`config.mk`:
```
export PLATFORM = sky130hd
export DESIGN_NAME = rf_wb_ctrl
export DESIGN_NICKNAME = d
export VERILOG_FILES = /design/src/rtl/rf_pkg.sv /design/src/rtl/wb_fifo.sv /design/src/rtl/rf_wb_ctrl.sv
export SDC_FILE = /design/constraint.sdc
export NUM_CORES = 1
export LEC_CHECK = 0
export CAP_MARGIN = 40
export CELL_PAD_IN_SITES_DETAIL_PLACEMENT = 1
export CELL_PAD_IN_SITES_GLOBAL_PLACEMENT = 1
export CORE_UTILIZATION = 45
export DETAILED_ROUTE_END_ITERATION = 8
export PLACE_DENSITY = 0.89
export SYNTH_ARGS = -nofsm -noshare
export SYNTH_HDL_FRONTEND = slang
export SYNTH_SLANG_ARGS = --single-unit
```
`constraint.sdc`:
```
create_clock -name clk -period 4.21 [get_ports clk]
set_input_delay 0.842 -clock clk [delete_from_list [all_inputs] [get_ports clk]]
set_output_delay 0.842 -clock clk [all_outputs]
set_load 0.05 [all_outputs]
```
`src/rtl/rf_pkg.sv`:
```
// Shared types and constants for the register-file write-back path.
package rf_pkg;

  localparam int REG_AW = 5;
  localparam int XLEN   = 32;
  localparam logic [REG_AW-1:0] REG_ZERO = 5'd0;

  typedef struct packed {
    logic [REG_AW-1:0] rd;
    logic [XLEN-1:0]   data;
  } wb_req_t;

endpackage

```
`src/rtl/wb_fifo.sv`:
```
// Synchronous FIFO of write-back requests; pointers wrap modulo DEPTH (power of 2).
module wb_fifo
  import rf_pkg::*;
#(
  parameter int DEPTH = 4
) (
  input  logic                   clk,
  input  logic                   clrn,
  input  logic                   push,
  input  logic                   pop,
  input  wb_req_t                din,
  output wb_req_t                head,
  output logic                   full,
  output logic                   empty,
  output logic [$clog2(DEPTH):0] count
);

  localparam int AW = $clog2(DEPTH);
  localparam logic [AW-1:0] PTR_ONE = 1;
  localparam logic [AW:0]   CNT_ONE = 1;
  localparam logic [AW:0]   CNT_MAX = DEPTH[AW:0];

  wb_req_t       mem [DEPTH];
  logic [AW-1:0] wr_ptr;
  logic [AW-1:0] rd_ptr;
  logic          do_push;
  logic          do_pop;

  assign full    = (count == CNT_MAX);
  assign empty   = (count == '0);
  assign do_push = push && !full;
  assign do_pop  = pop && !empty;
  assign head    = mem[rd_ptr];

  // Storage carries no reset; only pointers and occupancy define validity.
  always_ff @(posedge clk) begin
    if (do_push) mem[wr_ptr] <= din;
  end

  always_ff @(posedge clk or negedge clrn) begin
    if (!clrn) begin
      wr_ptr <= '0;
      rd_ptr <= '0;
      count  <= '0;
    end else begin
      if (do_push) wr_ptr <= wr_ptr + PTR_ONE;
      if (do_pop)  rd_ptr <= rd_ptr + PTR_ONE;
      case ({do_push, do_pop})
        2'b10:   count <= count + CNT_ONE;
        2'b01:   count <= count - CNT_ONE;
        default: count <= count;
      endcase
    end
  end

endmodule

```
`src/rtl/rf_wb_ctrl.sv`:
```
// Write-back controller: ALU results win, multi-cycle results queue in a FIFO.
// Optional macro RF_WB_FWD_EN enables read-during-write forwarding compares.
module rf_wb_ctrl
  import rf_pkg::*;
#(
  parameter int DEPTH      = 4,
  parameter int STARVE_MAX = 8
) (
  input  logic                   clk,
  input  logic                   clrn,
  input  logic                   alu_valid,
  input  logic [REG_AW-1:0]      alu_rd,
  input  logic [XLEN-1:0]        alu_data,
  output logic                   alu_stall,
  input  logic                   mc_valid,
  output logic                   mc_ready,
  input  logic [REG_AW-1:0]      mc_rd,
  input  logic [XLEN-1:0]        mc_data,
  output logic [REG_AW-1:0]      rw,
  output logic [XLEN-1:0]        data,
  output logic                   we,
  output logic [$clog2(DEPTH):0] pend_cnt,
  input  logic [REG_AW-1:0]      ra,
  input  logic [REG_AW-1:0]      rb,
  output logic                   fwd_a_hit,
  output logic                   fwd_b_hit,
  output logic [XLEN-1:0]        fwd_data
);

  localparam int CW = $clog2(STARVE_MAX + 1);
  localparam logic [CW-1:0] STARVE_LAST = CW'(STARVE_MAX - 1);
  localparam logic [CW-1:0] CNT_ONE     = 1;

  wb_req_t       head;
  wb_req_t       mc_req;
  logic          fifo_full;
  logic          fifo_empty;
  logic          fifo_push;
  logic          fifo_pop;
  logic          alu_win;
  logic          blocked;
  logic [CW-1:0] starve_cnt;

  assign mc_ready  = !fifo_full;
  assign mc_req    = '{rd: mc_rd, data: mc_data};
  // r0 results complete the handshake but are dropped here.
  assign fifo_push = mc_valid && mc_ready && (mc_rd != REG_ZERO);
  assign alu_win   = !alu_stall && alu_valid && (alu_rd != REG_ZERO);
  assign fifo_pop  = !alu_win && !fifo_empty;
  assign blocked   = alu_win && !fifo_empty;

  wb_fifo #(.DEPTH(DEPTH)) u_fifo (
    .clk   (clk),
    .clrn  (clrn),
    .push  (fifo_push),
    .pop   (fifo_pop),
    .din   (mc_req),
    .head  (head),
    .full  (fifo_full),
    .empty (fifo_empty),
    .count (pend_cnt)
  );

  always_ff @(posedge clk or negedge clrn) begin
    if (!clrn) begin
      we         <= 1'b0;
      rw         <= REG_ZERO;
      data       <= '0;
      alu_stall  <= 1'b0;
      starve_cnt <= '0;
    end else begin
      we <= alu_win || !fifo_empty;
      if (alu_win) begin
        rw   <= alu_rd;
        data <= alu_data;
      end else if (!fifo_empty) begin
        rw   <= head.rd;
        data <= head.data;
      end
      // A stall always pops the head, so it self-clears after one cycle.
      alu_stall  <= blocked && (starve_cnt == STARVE_LAST);
      starve_cnt <= blocked ? starve_cnt + CNT_ONE : '0;
    end
  end

`ifdef RF_WB_FWD_EN
  assign fwd_a_hit = we && (rw == ra) && (ra != REG_ZERO);
  assign fwd_b_hit = we && (rw == rb) && (rb != REG_ZERO);
  assign fwd_data  = data;
`else
  logic unused_rd_addr;
  assign unused_rd_addr = ^{ra, rb};
  assign fwd_a_hit = 1'b0;
  assign fwd_b_hit = 1'b0;
  assign fwd_data  = '0;
`endif

endmodule

```
# == Word-level counts from Yosys, hierarchy flattened ==
# Memories as Yosys holds them, arrays and structs flattened.
# Cells that the tools add are included.
# Widths: inputs -> output; s select.
# op_classes
n_eq_ne,5
reduce_logical,18
mux,8
n_addsub,5
# ops
operator,n
$mux 32,2
$mux 5,2
$reduce_bool 5->1,2
$logic_and 1x1->1,9
$pmux 3 s2,1
$add 2x1->2 const B,2
$add 4x1->4 const B,1
$eq 4x3->1 const B,1
$logic_not 1->1,4
$mux 4,1
$add 3x1->3 const B,1
$eq 3x3->1 const B,1
$logic_not 3->1,1
$sub 3x1->3 const B,1
$eq 2x1->1 const B,1
$eq 2x2->1 const B,1
$mux 1,2
$ne 2x1->1 const B,1
$reduce_bool 2->1,1
$logic_or 1x1->1,1
# word_totals
out_inout_bits,77
ramBits,148
mem_count,1
ff_bits,50
word_cells,45
inputBits,88
# mem_list
memory,words,word_bits,read_ports,rd_ports_with_merged_regs,write_ports,line,rtl
u_fifo.mem,4,37,1,0,1,wb_fifo.sv:23,wb_req_t mem [DEPTH];

# == Longest topological paths before layout ==
# Gate-level depths: netlist of run 1.
# logic_depth
depth_word,8
ltp_mapped,10
mapped_depth_nobuf,10

# == Modules after synthesis ==
# From an unflattened synthesis of run 1, not the netlist that was laid out.
# unflattened
cells_unflattened,414
hier_area_um2,8097.8
# modules_own_cells
mod,area_per_inst_um2,cells_each,n_inst,seq_area_each_um2
wb_fifo,5755.5,230,1,4619.4
rf_wb_ctrl,2342.2,184,1,1076.0

# == Worst setup path before layout of run 1 ==
# No wires, ideal clock.
# synth_path
path_kind,register to register
start,register u_fifo.count[0]
end,memory u_fifo.mem[0][0] (netlist name) (enable)
t_required_ns,3.812
arrival_ns,2.513
synth_period_minus_slack_ns,2.910
path_stages_with_launch,5
setup_ns,0.398
n_path_buf,0
slack_ns,1.300
cell_sequence,dfrtp_1 -> inv_1 -> nand3_1 -> o211a_1 -> and2_1
# synth_via
elab_chain_len,7
# synth_lines
item,line,rtl
"start, declared",wb_fifo.sv:15,output logic [$clog2(DEPTH):0] count
"start signal, assigned",wb_fifo.sv:49,2'b10: count <= count + CNT_ONE;
"start signal, assigned",wb_fifo.sv:50,2'b01: count <= count - CNT_ONE;
"start signal, assigned",wb_fifo.sv:51,default: count <= count;
$eq 3x3->1 *,wb_fifo.sv:29,assign full = (count == CNT_MAX);
$logic_not 1->1 *,rf_wb_ctrl.sv:44,assign mc_ready = !fifo_full;
via mc_ready,rf_wb_ctrl.sv:16,"output logic mc_ready,"
$logic_and 1x1->1 (2 in a row),rf_wb_ctrl.sv:47,assign fifo_push = mc_valid && mc_ready && (mc_rd != REG_ZERO);
$logic_and 1x1->1 *,wb_fifo.sv:31,assign do_push = push && !full;
$mux 1 *,wb_fifo.sv:37,if (do_push) mem[wr_ptr] <= din;
$mux 1 (implied by the code) *,wb_fifo.sv:37,
"end, declared",wb_fifo.sv:23,
# Mark *: on every way through the listed nets, which the timed path passes. The rest lies on a longest branch.

# == Worst setup path after layout of run 1 ==
# layout_path
start,input alu_rd[2]
end,register u_fifo.count[2]
# layout_via
elab_chain_len,7
elab_cells_between_ends,9
cone_classes,2 x eq/ne; 1 x mux; 6 x reduce/logical
# layout_lines
item,line,rtl
"start, declared",rf_wb_ctrl.sv:12,"input logic [REG_AW-1:0] alu_rd,"
$reduce_bool 5->1 *,rf_wb_ctrl.sv:48,assign alu_win = !alu_stall && alu_valid && (alu_rd != REG_ZERO);
$logic_and 1x1->1 *,rf_wb_ctrl.sv:48,
$logic_not 1->1 *,rf_wb_ctrl.sv:49,assign fifo_pop = !alu_win && !fifo_empty;
$logic_and 1x1->1 *,rf_wb_ctrl.sv:49,
$logic_and 1x1->1 *,wb_fifo.sv:32,assign do_pop = pop && !empty;
via u_fifo.do_pop,wb_fifo.sv:27,logic do_pop;
$eq 2x1->1 / $eq 2x2->1 (equally long branches),wb_fifo.sv:48,"case ({do_push, do_pop})"
$pmux 3 s2 / $reduce_bool 2->1 (equally long branches),--,
# Marked as above.
# A chain may end at the register's enable or synchronous reset.

==> metrics.yaml, run 1 <==
synthesis:
  avgSynthCellArea_um2: 16.2
  synth_ff_type: "edfxtp_1"
  synthTopCellsByArea: "edfxtp_1 56%, dfrtp_1 16%, mux4_2 11%"
  yosysWarnings: 0
  yosysTopAreaCellShare_pct: 56.3
  synth_area_mm2: 0.00790
  ys_seq_area_share_pct: 72.1
  synth_top_area_cell: "edfxtp_1"
  synth.distinct_cells: 29
  synth-edff-count: 148
  ys_async_sr_fraction_pct: 25.3
  syn_inst: 487
  synth-seq-cells: 198
finish:
  area_growth_pct: 25.0
  nNetsFinal: 706
  post-route-util_pct: 57.3
  diodes: 0
  drive_gt1_share_pct: 14.1
  stdcell_count: 849
job:
  max_cap_viol_count: 0
timing:
  fmax_mhz: 322
  final_max_slew_viol_count: 0
  relSlewSlack_pct: 42.1
  fin_crit_sh_pct: 73.8
  clock_skew_ns: 0.0134
  final.min_clock_period_ns: 3.11
  tns_ns: 0
  setup_viol: 0
  grt_setup_unrepaired: "no"
  tightestPinTransition_ns: 0.869
  whs_ns: 0.455
  final_hold_viol_count: 0
cts:
  cts.sinks: 198
  cts_resized: 0
  clkLatencyLatePin_ns: 0.44
  cts_tree: "yes"
  cts-buffers-inserted: 17
  ctsHtreeMaxLevel: 4
  clk_path_buf_depth: 2
  ctsHoldBuffers: 0
  path_clk_slew_ns: 0.07
  clockRootBuffer: "clkbuf_16"
  post_cts_buffers: 0
route:
  viasPerCell: 5.39
  dr.pass1.iters: 4
  antenna_left: 0
  routed_wl_mm: 18.6
  drcViolationCount: 0
  first_iter_violations: 243
  wl_per_cell_um: 21.9
  vias: 4573
worst_hold_path:
  hold_path.class: "register to register"
  min_from: "starve_cnt[3]"
grt:
  grtUsageMet1_pct: 27.0
  grt_antenna_before_repair: 0
  met3_usage_pct: 4.99
  grt_max_degree: 82
  grt_pass1_wl_mm: 28.9
  grt_usage_pct: 22.3
  overflow: 0
  grt_pass1_vias: 4986
  grt_use_met2_pct: 38.9
  busiest_layer: "met2"
die:
  io_pins: 165
  die-area_mm2: 0.0181
  rows: 48
  die_w_um: 134
  start_util_pct: 45.8
  coreArea_mm2: 0.0172
  die_h_um: 134
setup_path:
  critical_path.top_delay_family: "simple AND/OR/NAND/NOR gates"
  startpoint: "alu_rd[2]"
  crit_arrival_ns: 3.46
  slowest_delay_ns: 0.59
  crit_path_frequent_cell: "xor2_1"
  slowest_stage: "or4_1"
  path_max_fanout: 2
  critPathBufInv: 2
  worstPathRequired_ns: 4.57
  critPathKind: "primary input to register"
  worst_r2r_startpoint: "u_fifo.count[0]"
  start_kind: "primary input"
  critPathCaptureType: "register"
  path_cells: "clkdlybuf4s50_1 > or4_1 > o21ai_4 > and2_1 > ha_1 > inv_1 > fa_1 > xor2_1 > nor2_1 > xor2_1"
power_and_ir_drop:
  p_leak_nw: 3.54
  total_power_mw: 7.07
  max-vdd-ir-drop_mv: 0.384
  power.density_mw_per_mm2: 717
placed_design:
  place_inst: 817
  dpl.hpwl_mm: 12.1
  place.gp.congestion: 0.719
  portBuffers: 120
run_status:
  outcome: "finished clean"
==> worst register-to-register path, delay by kind of cell (launching register included) <==
kind,cells,cell delay [ns]
AND/OR/NAND/NOR,3,1.31
flip-flops,1,0.45
adder cells (fa/ha/maj),2,0.44
XOR/XNOR,2,0.34
buffers and inverters,1,0.08
==> flip-flops by register name, summed over array words and instances (netlist names) <==
register       cells
u_fifo.wr_ptr      2
alu_stall          1
rw                 5
we                 1
starve_cnt         4
u_fifo.rd_ptr      2
u_fifo.mem       148
data              32
u_fifo.count       3
==> cells in the final DEF, fill, tap and decap left out, types with 3 or more instances in the layout <==
cell,n
buf_4,5
clkinvlp_4,3
a31oi_1,35
xnor2_1,4
conb_1,34
nor3_1,3
clkbuf_16,17
clkdlybuf4s50_1,119
nor2_1,36
inv_1,6
ha_1,6
nand3_1,5
and2_2,4
mux4_2,37
inv_6,4
dfrtp_1,48
xor2_1,4
clkinv_4,3
edfxtp_1,148
nand2_1,75
buf_12,3
==> cell families (layout without fill, tap and decap cells) <==
kind of cell	after synthesis	after routing	share of synthesized area (%)
and+or+nand+nor	131	131	6.77
muxes	38	38	10.7
xor gates and xnor gates	8	8	0.887
DFF	198	198	72.1
buffers and inverters	64	168	4.96
adders and majority gates	7	7	1.20
other	1	34	0.0475
AOI/OAI and AO/OA	40	40	3.30
==> Yosys cell counts, types with 2 or more instances <==
library cell	n
a31oi_1	35
a32oi_1	2
and2_1	5
buf_2	13
buf_4	36
clkbuf_1	8
dfrtp_1	50
edfxtp_1	148
ha_1	6
inv_1	6
mux4_2	37
nand2_1	75
nand3_1	5
nor2_1	36
nor3_1	4
or4_1	2
xnor2_1	4
xor2_1	4
==> stage by stage <==
step	area (µm²)	setup slack, ns
6_report	9870	1.10
3_5_place_dp	9300	0.638
5_1_grt	9870	1.02
4_1_cts	9870	1.07
2_1_floorplan	8020	1.30
3_3_place_gp	9190	0.756
==> metal layers <==
layer / share of wire (%) / up-vias / wire length [µm]
met5: 0 / - / 0
met4: 2.3 / 0 / 421
met3: 5.0 / 34 / 926
met2: 53 / 176 / 9850
met1: 40 / 2359 / 7380
li1: - / 2004 / -
==> worst paths after layout <==
path                                    endpoint  slack [ns]  cells past startpoint
worst max-delay path             u_fifo.count[2]        1.10                     10
worst min-delay path                   alu_stall        0.45                      1
worst max register to register   u_fifo.count[2]        1.47                      8
worst min register to register         alu_stall        0.45                      1
max in group asynchronous       u_fifo.rd_ptr[1]        2.91                      2
min in group asynchronous       u_fifo.wr_ptr[1]        0.49                      1
==> area by class of cell <==
type / count / area (µm²)
clock buffer: 17 / 425
clock inverter: 15 / 145
fill: 1586 / 7360
inverter: 6 / 22.5
multi-input combinational: 258 / 1950
sequential: 198 / 5700
tap: 225 / 282
timing repair buffer: 130 / 1350
==> power by group <==
| part | switching (mW) | internal (mW) |
|---|---|---|
| sequential | 0.272 | 2.60 |
| combinational | 1.61 | 1.01 |
| clock | 0.752 | 0.830 |
| total | 2.63 | 4.44 |
No activity file was read; power rests on OpenSTA's default activity.
==> run 2, diff against run 1 <==
CORE_UTILIZATION = 42   (was 45)
PLACE_DENSITY = 0.84   (was 0.89)
clock period = 3.12 ns   (was 4.21 ns; I/O delays follow)
==> metrics.yaml, run 2 (same netlist as run 1, synthesis figures left out) <==
run_status:
  outcome: "complete, but fails checks"
  violations: "design-rule violations"
finish:
  final_common_cell: "edfxtp_1"
  multiInputGateArea_mm2: 0.00195  # unchanged
  fillCellCount: 1744  # +10%
  post-route-util_pct: 54.2  # -3.1 points
  top_register: "u_fifo.mem"
  ff_latch_area_mm2: 0.00570  # about the same
  largest_reg_flops: 148  # unchanged
  drive_gt1_share_pct: 15.2  # +1.1 points
  mostFrequentLayoutCells: "148 x edfxtp_1, 119 x clkdlybuf4s50_1, 75 x nand2_1, 48 x dfrtp_1, 37 x mux4_2"
  diodes: 0  # unchanged
  area_growth_pct: 25.0  # about the same
  nNetsFinal: 714  # +1.1%
  biggestRegsByFlops: "u_fifo.mem x148, data x32, rw x5"
  fin_area_mm2: 0.00987  # about the same
setup_path:
  worst_r2r_startpoint: "u_fifo.count[0]"
  rrSetupSlack_ns: 1.04  # -0.43 ns
  slowest_stage: "or4_1"
  critPathCaptureType: "register"
  crit_path_frequent_cell: "xor2_1"
  timing.rr.end: "u_fifo.count[1]"
  path_max_fanout: 2  # unchanged
  worstPathRequired_ns: 3.47  # -1.10 ns
  slowest_delay_ns: 0.60  # about the same
  crit_arrival_ns: 3.07  # -0.39 ns
  critPathKind: "primary input to register"
  path_cells: "clkdlybuf4s50_1 > or4_1 > o21ai_4 > and2_1 > ha_1 > inv_1 > fa_1 > xor2_1 > nor2_1 > xor2_1"
  start_kind: "primary input"
  reg2reg_depth: 6  # -2
timing:
  final_hold_viol_count: 0  # unchanged
  clock_skew_ns: 0.00907  # -0.00433 ns
  final.min_clock_period_ns: 2.72
  final_max_slew_viol_count: 0  # unchanged
  fin_crit_sh_pct: 87.1
  grt_setup_unrepaired: "no"
  setup_viol: 0  # unchanged
  fmax_mhz: 368
  tightestPinTransition_ns: 0.873  # +0.00402 ns
  relSlewSlack_pct: 41.8  # -0.27 points
power_and_ir_drop:
  p_leak_nw: 3.57  # +0.62%
  power.density_mw_per_mm2: 957  # +34%
  max-vdd-ir-drop_mv: 0.716  # +86%
  total_power_mw: 9.45  # +34%
placed_design:
  portBuffers: 120  # unchanged
  place_area_mm2: 0.00930  # about the same
  dpl.hpwl_mm: 11.6  # -3.5%
  place.gp.congestion: 0.756  # +5.1%
route:
  first_iter_violations: 199  # -18%
  antenna_left: 0  # unchanged
  drcViolationCount: 17  # +17
  routed_wl_mm: 17.9  # -3.5%
  vias: 4483  # -2.0%
  wl_per_cell_um: 20.8  # -4.8%
  dr.pass1.iters: 7  # +3
  viasPerCell: 5.21  # -3.3%
grt:
  overflow: 0  # unchanged
  grt_usage_pct: 19.8  # -2.5 points
  grt_antenna_before_repair: 0  # unchanged
  grt_pass1_vias: 5036  # +1.0%
  grt_max_degree: 82  # unchanged
  grt_pass1_wl_mm: 28.2  # -2.6%
die:
  io_pins: 165  # unchanged
  rows: 49  # +2.1%
  die_w_um: 139  # +3.5%
  coreArea_mm2: 0.0182  # +5.6%
  die_h_um: 139  # +3.5%
  start_util_pct: 43.4  # -2.4 points
  die-area_mm2: 0.0194  # +7.0%
job:
  max_cap_viol_count: 0  # unchanged
cts:
  path_clk_slew_ns: 0.07  # about the same
  clkLatencyLatePin_ns: 0.43  # about the same
  clk_path_buf_depth: 2  # unchanged
  clockRootBuffer: "clkbuf_16"
  ctsHoldBuffers: 0  # unchanged
  post_cts_buffers: 0  # unchanged
  cts.sinks: 198  # unchanged
  cts_resized: 0  # unchanged
  cts_tree: "yes"
  ctsHtreeMaxLevel: 4  # unchanged
  cts-buffers-inserted: 17  # unchanged
worst_hold_path:
  hold_path.class: "primary input to async pin"
## run 2: worst max-delay path by stage
stage / slack, ns / from / endpoint / cells after the start
after detailed placement: -0.08 / alu_rd[1] / u_fifo.count[2] / 10
after CTS: 0.39 / alu_rd[1] / u_fifo.count[2] / 10
after global routing: 0.31 / alu_rd[1] / u_fifo.count[2] / 10
after floorplan: 0.21 / u_fifo.count[0] / u_fifo.mem[0][0] / 4
after global placement: -0.01 / alu_rd[1] / u_fifo.count[2] / 10
final: 0.40 / alu_rd[1] / u_fifo.count[2] / 10
## run 2: power breakdown
part | internal (mW) | total [mW] | switching, mW | leakage [nW]
Clock | 1.13 | 2.11 | 0.974 | 0.272
Combinational | 1.34 | 3.36 | 2.03 | 1.36
Sequential | 3.52 | 3.97 | 0.458 | 1.93
Total | 5.99 | 9.45 | 3.46 | 3.57
## run 2: per-layer routing
layer / global-route usage [%] / wire (µm) / vias up
li1: - / - / 2007
met1: 23.2 / 7230 / 2299
met2: 35.8 / 9520 / 158
met3: 4.39 / 954 / 19
met4: 7.08 / 232 / 0
met5: 0 / 0 / -
## run 2: layout make-up
| type | count | area share, % |
|---|---|---|
| Clock inverter | 13 | 1.24 |
| Clock buffer | 19 | 4.49 |
| Multi-Input combinational cell | 258 | 19.8 |
| Inverter | 6 | 0.228 |
| Sequential cell | 198 | 57.8 |
| Tap cell | 229 | 2.90 |
| Timing Repair Buffer | 138 | 13.6 |
## run 2: per-stage QoR
step	std cells	TNS, ns	hold slack (ns)	worst slack [ns]
floorplan	520	0	0.328	0.210
global placement	828	-0.0102	0.444	-0.0102
CTS	861	0	0.306	0.390
detailed placement	829	-0.0772	0.446	-0.0772
finish	861	0	0.296	0.403
global route	861	0	0.338	0.312
## run 2: worst max-delay path: cells and delay by family
kind,cells,cell delay [ns]
buffers and inverters,2,0.49
xor gates and xnor gates,2,0.30
and+or+nand+nor,3,0.90
AOI/OAI and AO/OA,1,0.19
adders and majority gates,2,0.56
==> run 3, diff against run 2 <==
CORE_UTILIZATION = 43   (was 42)
PLACE_DENSITY = 0.89   (was 0.84)
SLEW_MARGIN = 20   (was not set)
SYNTH_HIERARCHICAL = 1   (was not set)
==> metrics.yaml, run 3 <==
synthesis:
  yosysTopAreaCellShare_pct: 54.9  # -1.4 points
  synth-seq-cells: 198  # unchanged
  syn_inst: 414  # -15%
  synthTopCellsByArea: "edfxtp_1 55%, dfrtp_1 15%, mux4_2 10%"
  avgSynthCellArea_um2: 19.6  # +21%
  ys_async_sr_fraction_pct: 25.3  # unchanged
  yosysWarnings: 6  # +6
  synth.distinct_cells: 33  # +14%
  synth_ff_type: "edfxtp_1"
  synth-edff-count: 148  # unchanged
  yosysMostFrequentCell: "edfxtp_1"
  synth_area_mm2: 0.00810  # +2.6%
  synth_top_area_cell: "edfxtp_1"
  ys_seq_area_share_pct: 70.3  # -1.8 points
  synthTopCellsByCount: "148 x edfxtp_1, 63 x mux2_2, 50 x dfrtp_1"
cts:
  path_clk_slew_ns: 0.07  # about the same
  cts_resized: 0  # unchanged
  cts-buffers-inserted: 17  # unchanged
  ctsHtreeMaxLevel: 4  # unchanged
  cts.sinks: 198  # unchanged
  cts_tree: "yes"
  clockRootBuffer: "clkbuf_16"
  ctsHoldBuffers: 0  # unchanged
  post_cts_buffers: 0  # unchanged
  clk_path_buf_depth: 2  # unchanged
  clkLatencyLatePin_ns: 0.42  # about the same
placed_design:
  place.gp.congestion: 0.730  # -3.4%
  dpl.hpwl_mm: 11.9  # +2.7%
  place_ws_ns: -0.190  # -0.113 ns
  portBuffers: 120  # unchanged
  place_area_mm2: 0.00957  # +2.9%
timing:
  final_max_slew_viol_count: 0  # unchanged
  relSlewSlack_pct: 55.3  # +14 points
  final_hold_viol_count: 0  # unchanged
  clock_skew_ns: 0.00696  # -0.00211 ns
  fmax_mhz: 346  # -6.1%
  final.min_clock_period_ns: 2.89  # +0.177 ns
  setup_viol: 0  # unchanged
  worst_slack_ns: 0.226  # -0.177 ns
  grt_setup_unrepaired: "no"
  tightestPinTransition_ns: 0.670  # -0.203 ns
  fin_crit_sh_pct: 92.8  # +5.7 points
finish:
  nNetsFinal: 651  # -8.8%
  fin_area_mm2: 0.0103  # +3.9%
  drive_gt1_share_pct: 29.0  # +14 points
  top_register: "u_fifo/mem"
  biggestRegsByFlops: "u_fifo/mem x148, data x32, rw x5"
  area_growth_pct: 26.6
  final_common_cell: "edfxtp_1"
  largest_reg_flops: 148  # unchanged
  mostFrequentLayoutCells: "148 x edfxtp_1, 119 x clkdlybuf4s50_1, 63 x mux2_2, 48 x dfrtp_1, 37 x mux4_2"
setup_path:
  start_kind: "primary input"
  path_cells: "clkdlybuf4s50_1 > or4_4 > o21a_1 > nor2_1 > o31a_1 > ha_1 > inv_1 > fa_1 > xor2_1 > nor2_1 > xor2_1"
  slowest_stage: "or4_4"
  critPathKind: "primary input to register"
  worstPathRequired_ns: 3.47  # about the same
  critical_path.top_delay_family: "simple AND/OR/NAND/NOR gates"
  slowest_delay_ns: 0.55  # -0.05 ns
  path_max_fanout: 3  # +1
  crit_arrival_ns: 3.25  # +0.18 ns
  critPathCaptureType: "register"
  critPathBufInv: 2  # unchanged
power_and_ir_drop:
  power.density_mw_per_mm2: 1000  # +4.7%
  p_sw_share_pct: 33.9  # -2.7 points
  comb_power_share_pct: 37.9  # +2.3 points
  pwr-share-clk_pct: 24.1  # +1.8 points
  seqPwrFrac_pct: 38.1  # -4.0 points
  p_switching_mw: 3.48  # +0.63%
  total_power_mw: 10.3  # +8.8%
  p_leak_nw: 3.65  # +2.3%
  p_int_mw: 6.80  # +13%
  max-vdd-ir-drop_mv: 0.512  # -28%
die:
  die-area_mm2: 0.0194  # +0.18%
  die_h_um: 139  # about the same
  coreArea_mm2: 0.0182  # unchanged
  io_pins: 165  # unchanged
  start_util_pct: 44.5  # +1.1 points
  die_w_um: 139  # about the same
  rows: 49  # unchanged
route:
  antenna_left: 0  # unchanged
  first_iter_violations: 214  # +7.5%
  wl_per_cell_um: 21.7  # +4.3%
  drcViolationCount: 16  # -1
  viasPerCell: 5.19  # -0.37%
  routed_wl_mm: 17.4  # -3.1%
  dr.pass1.iters: 8  # +1
  vias: 4150  # -7.4%
grt:
  grt_antenna_before_repair: 3  # +3
  grt_pass1_vias: 4701  # -6.7%
  grt_usage_pct: 19.3  # -0.50 points
  grt_pass1_wl_mm: 27.2  # -3.7%
  overflow: 0  # unchanged
  grt_max_degree: 44  # -46%
run_status:
  outcome: "complete, but fails checks"
  violations: "design-rule violations"
job:
  max_cap_viol_count: 0  # unchanged
worst_hold_path:
  hold_path.class: "primary input to async pin"
run 3: changes by cell type after synthesis, moves of 3 or more:
cell	before	now
buf_2	13	6
mux2i_1	0	5
mux2_2	0	63
mux2_1	1	4
nor2_1	36	2
nand2_1	75	7
clkbuf_1	8	3
buf_6	0	4
o21ai_0	1	4
a31oi_1	35	0
nand3_1	5	1
run 3: final cells by class:
| type | instances | area [µm²] |
|---|---|---|
| Multi-Input combinational cell | 191 | 2150 |
| Timing Repair Buffer | 141 | 1420 |
| Antenna cell | 2 | 5.00 |
| Clock inverter | 15 | 248 |
| Inverter | 7 | 26.3 |
| Fill cell | 1624 | 7960 |
| Sequential cell | 198 | 5700 |
| Clock buffer | 17 | 425 |
| Tap cell | 229 | 287 |
run 3: worst paths after layout:
check                      cells past startpoint  slack [ns]              end             from
hold / removal                                 1        0.23    starve_cnt[1]             clrn
hold reg to reg                                1        0.47    starve_cnt[0]    starve_cnt[0]
setup / recovery                              11        0.23  u_fifo/count[2]        alu_rd[3]
max in group asynchronous                      2        2.07         data[11]             clrn
setup reg to reg                              11        0.81  u_fifo/count[2]  u_fifo/count[0]
min in group clk                               1        0.47    starve_cnt[0]    starve_cnt[0]
run 3: kinds of logic (layout without fill, tap and decap cells):
logic type	count (synthesis)	in the layout	share of synthesized area, %
flops	198	198	70.3
buf+inv	58	180	4.91
other cells	1	36	0.0463
simple gates	25	25	1.76
mux	109	109	20.2
xor+xnor	8	8	0.865
compound gates	8	8	0.680
fa+ha+maj	7	7	1.17
run 3: stage by stage:
step | TNS (ns) | utilization, % | hold WS, ns | cells
3_5_place_dp | -0.190 | 52.6 | 0.464 | 766
6_report | 0 | 56.3 | 0.231 | 800
5_1_grt | 0 | 56.3 | 0.263 | 800
4_1_cts | 0 | 56.3 | 0.244 | 798
3_3_place_gp | -0.102 | 52.6 | 0.439 | 766
2_1_floorplan | 0 | - | 0.328 | 447
run 3: power groups by stage:
stage	clock, mW	combinational [mW]	sequential, mW
after floorplan	0	1.93	4.69
after global placement	0	3.81	3.90
after detailed placement	0	3.95	3.98
after CTS	2.51	3.97	3.93
after global routing	2.60	4.15	3.99
final	2.47	3.89	3.91
run 3: layer usage:
metal	vias to the layer above	global-route usage [%]	wire (µm)
met5	-	0	13
met4	2	8.07	352
met3	23	3.82	786
met2	148	34.9	9420
met1	2154	22.4	6810
li1	1823	-	-
